File: config.mk
export PLATFORM = sky130hd
export DESIGN_NAME = vc_pop_arbiter
export DESIGN_NICKNAME = d
export VERILOG_FILES = /design/src/rtl/vc_pop_arbiter_pkg.sv /design/src/rtl/vc_pop_arbiter_rr_grant4.sv /design/src/rtl/vc_pop_arbiter.sv
export SDC_FILE = /design/constraint.sdc
export NUM_CORES = 1
export LEC_CHECK = 0
export CORE_MARGIN = 2
export CORE_UTILIZATION = 39
export DETAILED_ROUTE_END_ITERATION = 10
export PLACE_DENSITY = 0.81
export SETUP_SLACK_MARGIN = 0.02
export SYNTH_ARGS = -nofsm -noshare
export SYNTH_HDL_FRONTEND = slang
export SYNTH_SLANG_ARGS = --single-unit
File: constraint.sdc
create_clock -name clk -period 2.1 [get_ports clk]
set_clock_uncertainty 0.05 [all_clocks]
set_input_delay 0.42 -clock clk [delete_from_list [all_inputs] [get_ports clk]]
set_output_delay 0.42 -clock clk [all_outputs]
set_load 0.01 [all_outputs]
File: src/rtl/vc_pop_arbiter_pkg.sv
// Shared encodings and sizes for the VC pop arbiter: sequencer state codes,
// arbiter FSM codes, word width and VC count.
package vc_pop_arbiter_pkg;

  localparam int DATA_W    = 10;
  localparam int NUM_VC    = 4;
  localparam int VC_IDX_W  = 2;
  localparam int ROUTE_BIT = DATA_W - 1;

  typedef enum logic [3:0] {
    SM_RESET  = 4'b0001,
    SM_INIT   = 4'b0010,
    SM_IDLE   = 4'b0100,
    SM_ACTIVE = 4'b1000
  } sm_state_e;

  typedef enum logic [1:0] {
    FSM_WAIT  = 2'd0,
    FSM_ARB   = 2'd1,
    FSM_DRAIN = 2'd2
  } arb_fsm_e;

  function automatic logic [VC_IDX_W-1:0] onehot_to_idx(input logic [NUM_VC-1:0] oh);
    logic [VC_IDX_W-1:0] idx;
    idx = '0;
    for (int i = 0; i < NUM_VC; i++) begin
      if (oh[i]) idx = idx | VC_IDX_W'(i);
    end
    return idx;
  endfunction

endpackage

File: src/rtl/vc_pop_arbiter_rr_grant4.sv
// Four-way grant search. Round-robin from last+1 by default; fixed priority
// VC0>VC1>VC2>VC3 when VC_STRICT_PRIORITY_EN is defined.
module rr_grant4
  import vc_pop_arbiter_pkg::*;
(
  input  logic [NUM_VC-1:0]   req,
  input  logic [VC_IDX_W-1:0] last,
  output logic [NUM_VC-1:0]   grant
);

`ifdef VC_STRICT_PRIORITY_EN
  always_comb begin
    grant = '0;
    for (int i = NUM_VC - 1; i >= 0; i--) begin
      if (req[i]) grant = NUM_VC'(1) << i;
    end
  end
`else
  logic [VC_IDX_W-1:0] idx;
  logic                found;

  // Offsets 1..4 wrap in two bits, so offset 4 revisits last itself.
  always_comb begin
    grant = '0;
    found = 1'b0;
    idx   = '0;
    for (int i = 1; i <= NUM_VC; i++) begin
      idx = last + VC_IDX_W'(i);
      if (!found && req[idx]) begin
        grant[idx] = 1'b1;
        found      = 1'b1;
      end
    end
  end
`endif

endmodule

File: src/rtl/vc_pop_arbiter.sv
// Pops source VC FIFOs one word per cycle and routes each word to D0/D1 by its
// top bit; grant policy selectable with VC_STRICT_PRIORITY_EN (see rr_grant4).
//
// state     | meaning
// FSM_WAIT  | sequencer not ACTIVE, or pops gated by almost_full / all empty
// FSM_ARB   | a pop was issued this cycle
// FSM_DRAIN | sequencer left ACTIVE, words still in the pipeline
module vc_pop_arbiter
  import vc_pop_arbiter_pkg::*;
(
  input  logic              clk,
  input  logic              reset,
  input  logic [3:0]        state,
  input  logic [NUM_VC-1:0] vc_empty,
  input  logic [DATA_W-1:0] vc_data_0,
  input  logic [DATA_W-1:0] vc_data_1,
  input  logic [DATA_W-1:0] vc_data_2,
  input  logic [DATA_W-1:0] vc_data_3,
  input  logic [1:0]        dest_almost_full,
  output logic [NUM_VC-1:0] vc_pop,
  output logic [1:0]        dest_push,
  output logic [DATA_W-1:0] dest_data,
  output logic              idle
);

  arb_fsm_e            fsm_q, fsm_d;
  logic                sync_clr;
  logic                active;
  logic [NUM_VC-1:0]   req;
  logic [NUM_VC-1:0]   grant;
  logic                issue;
  logic                in_flight_next;
  logic [VC_IDX_W-1:0] last_grant_q;
  logic                tag_valid_q;
  logic [VC_IDX_W-1:0] tag_q;
  logic [DATA_W-1:0]   cap_word;

  assign sync_clr = reset || (state == SM_RESET);
  assign active   = (state == SM_ACTIVE);
  assign req      = ~vc_empty;
  assign issue    = active && (dest_almost_full == 2'b00) && (|req);

  rr_grant4 u_grant (
    .req   (req),
    .last  (last_grant_q),
    .grant (grant)
  );

  // Source FIFO output is valid the cycle after its pop; tag says which one.
  always_comb begin
    cap_word = vc_data_0;
    case (tag_q)
      2'd0:    cap_word = vc_data_0;
      2'd1:    cap_word = vc_data_1;
      2'd2:    cap_word = vc_data_2;
      default: cap_word = vc_data_3;
    endcase
  end

  assign in_flight_next = issue || (|vc_pop) || tag_valid_q;

  always_comb begin
    fsm_d = fsm_q;
    case (fsm_q)
      FSM_WAIT, FSM_ARB: begin
        if (issue)                          fsm_d = FSM_ARB;
        else if (!active && in_flight_next) fsm_d = FSM_DRAIN;
        else                                fsm_d = FSM_WAIT;
      end
      FSM_DRAIN: begin
        if (issue)                fsm_d = FSM_ARB;
        else if (!in_flight_next) fsm_d = FSM_WAIT;
      end
      default: fsm_d = FSM_WAIT;
    endcase
  end

  always_ff @(posedge clk) begin
    if (sync_clr) begin
      fsm_q        <= FSM_WAIT;
      vc_pop       <= '0;
      last_grant_q <= VC_IDX_W'(NUM_VC - 1);
      tag_valid_q  <= 1'b0;
      tag_q        <= '0;
      dest_push    <= 2'b00;
      dest_data    <= '0;
    end else begin
      fsm_q       <= fsm_d;
      vc_pop      <= issue ? grant : '0;
      if (issue) last_grant_q <= onehot_to_idx(grant);
      tag_valid_q <= |vc_pop;
      tag_q       <= onehot_to_idx(vc_pop);
      if (tag_valid_q) begin
        dest_push <= cap_word[ROUTE_BIT] ? 2'b10 : 2'b01;
        dest_data <= cap_word;
      end else begin
        dest_push <= 2'b00;
      end
    end
  end

  assign idle = (vc_pop == '0) && !tag_valid_q && (dest_push == 2'b00);

endmodule

==> flow_summary.json <==
{
  "outcome": "complete, no violations",
  "antenna_found_initial": 0,
  "yosysSeqAreaShare_pct": 33.17,
  "num_vias": 1225,
  "grt_pass1_wl_um": 4878,
  "r2r_cells": 6,
  "hold_depth": 2,
  "cp.arrival_ps": 2090,
  "hp-start": "vc_pop[2]",
  "die_area_um2": 3722,
  "powerDensity_nw_per_um2": 367.8,
  "synth_common_cells": "dfxtp_1, nor2_1, mux4_2",
  "place_inst": 226,
  "synth_area_um2": 1267,
  "routedWlPerCell_um": 15.00,
  "routabilityCongestion": 0.8626,
  "syn_area_per_cell_um2": 11.12,
  "drtIter0Drc": 40,
  "hold_end": "tag_q[1]",
  "htree_levels": 1,
  "irDropWorstVdd_mv": 0.1763,
  "path_cells": "buf_4, mux4_2, nand2_4, nor2_1, a221oi_2, a31oi_1",
  "core_region_area_um2": 3078,
  "drt_drc_violations_left": 0,
  "crit_path_max_incr_delay_ps": 580,
  "end_kind": "flip-flop",
  "hold_buffers": 0,
  "grt.overflow.total": 0,
  "fillers": 234,
  "firstDrtPassIters": 4,
  "fin_cells": 231,
  "multi_input_comb_area_um2": 832.0,
  "grt_usage_pct": 17.63,
  "slew_violations": 0,
  "synth.distinct_cells": 30,
  "hold_viol_final": 0,
  "via_per_inst": 5.303,
  "crit_family": "multiplexers",
  "cts.path.max_buffers": 2,
  "period_share_pct": 93.56,
  "reg2reg_slack_ps": 140,
  "rows": 20,
  "synthFlopType": "dfxtp_1",
  "wl_um": 3466,
  "syn_to_final_growth_pct": 65.05,
  "relSlewSlack_pct": 74.21,
  "finalSetupViolCount": 0,
  "r2r_start": "last_grant_q[0]",
  "regArea_um2": 421.7,
  "cts_tree": "done",
  "critical_path_buf_inv_count": 1,
  "synth_top_area_cell": "dfxtp_1",
  "max_cap_violations": 0,
  "synth.ff_latch_count": 21,
  "rsz0062_at_grt": "false",
  "path_clk_slew_ps": 110,
  "p_leak_nw": 0.7778,
  "grt_pass1_vias": 1153,
  "clk_latency_ps": 290,
  "place_ws_ps": -221.5,
  "place_hpwl_um": 2666,
  "timing.rr.end": "last_grant_q[0]",
  "diodes": 0,
  "drive_above_1_share_pct": 16.58,
  "cp_max_fo": 7,
  "netlist_instances": 114,
  "min_period_ps": 1965,
  "fmax_ghz": 0.5090,
  "synth_nets": 170,
  "root_buffer": "clkbuf_4",
  "async_reset_ff_share_pct": 0,
  "die_x_um": 61.01,
  "synth_edf_count": 0,
  "path_class": "reg -> reg",
  "nNetsFinal": 244,
  "synth.area.top_cells": "dfxtp_1, mux4_2, mux2i_1",
  "io_pins": 69,
  "fp.dieH_um": 61.01,
  "worstMarginPinSlew_ps": 385.5,
  "grt_max_degree": 14,
  "io_buffers": 68,
  "finalWorstSetupSlack_ps": 135.3,
  "clock_sinks": 21,
  "start_kind": "flip-flop",
  "synth_top_area_share_pct": 33.17,
  "hp-class": "reg -> reg",
  "cts_buffers": 3,
  "fin_setup_tns_ps": 0,
  "yosys_warnings": 0,
  "cp_slowest_cell": "mux4_2",
  "ant_nets": 0,
  "initial_core_util_pct": 41.18,
  "required_ps": 2220
}
final cells by class:
type	count	share of cell area [%]
well taps	44	2.632
inverters	6	1.077
clock buffers	4	1.256
flip-flops and latches	21	20.16
multi-input cells	82	39.77
repair buffers	74	35.11
worst register-to-register path, stage by stage (launching register included):
cell and delay [ps]:
dfxtp_2 370, buf_4 180, mux4_2 590, nand2_4 120, nor2_1 100, a221oi_2 300, a31oi_1 140
state kept, by name, summed over array words and instances, names as in the netlist:
register      flops
dest_data        10
tag_valid_q       1
tag_q             2
last_grant_q      2
vc_pop            4
dest_push         2
what timing repair did:
action,CTS,global route
buffers inserted,0,0
pin swaps,0,2
gates resized for setup,1,6
gates cloned,0,1
endpoints found under the setup margin,1,3
per-stage QoR:
step           power, mW  hold WS, ps  instance area [µm²]  utilization, %
6_report          0.7695        443.9                 2092           67.97
5_1_grt           0.8036        468.8                 2092           67.97
4_1_cts           0.7750        456.1                 2042           66.34
3_5_place_dp      0.5790        435.1                 2017           65.53
3_3_place_gp      0.5731        422.4                 2017           65.53
2_1_floorplan     0.4701        450.9                 1267               -
layer usage:
layer  wire, µm  vias up  GRT usage, %
met5          0        -             0
met2       1911       42         32.26
met3        154        0         2.985
li1           -      573             -
met1       1400      610         21.17
met4          0        0         4.969
power breakdown:
part	switching, mW	internal (mW)
Sequential	0.000816	0.399
Combinational	0.0512	0.123
Clock	0.121	0.0740
Total	0.173	0.596
placed cells by master, fill, tap and decap left out, types with 2 or more instances in the layout:
cell type        netlist  routed
nor2_1                21      21
nand3b_1               3       3
mux4_1                 1       2
mux4_2                13      13
mux2i_1               10      10
a21oi_1                2       2
clkbuf_4               0       3
a221oi_2               2       2
clkdlybuf4s50_1        0      63
a31oi_1                2       2
dfxtp_1               21      20
buf_4                  0       6
dlymetal6s2s_1         0       4
o21ai_0                4       4
nand2_1                5       5
nor3_1                 2       2
ha_1                   4       3
inv_1                  6       6
logic make-up (layout without fill, tap and decap cells):
kind of cell	after synthesis	in the layout	share of synthesized area, %
mux	24	25	33.07
compound gates	14	14	9.872
buf+inv	12	84	4.244
fa+ha+maj	4	4	3.949
simple gates	39	39	15.70
flops	21	21	33.17
how the worst max path moves through the flow:
stage,startpoint,to,slack [ps],cells after the start
2_1_floorplan,last_grant_q[0],last_grant_q[0],160,8
3_3_place_gp,vc_empty[2],last_grant_q[1],-100,6
3_5_place_dp,vc_empty[2],last_grant_q[0],-220,6
4_1_cts,last_grant_q[0],last_grant_q[0],50,7
5_1_grt,last_grant_q[0],last_grant_q[0],20,6
6_report,last_grant_q[0],last_grant_q[0],140,6
Power figures use the tool's default switching activity.
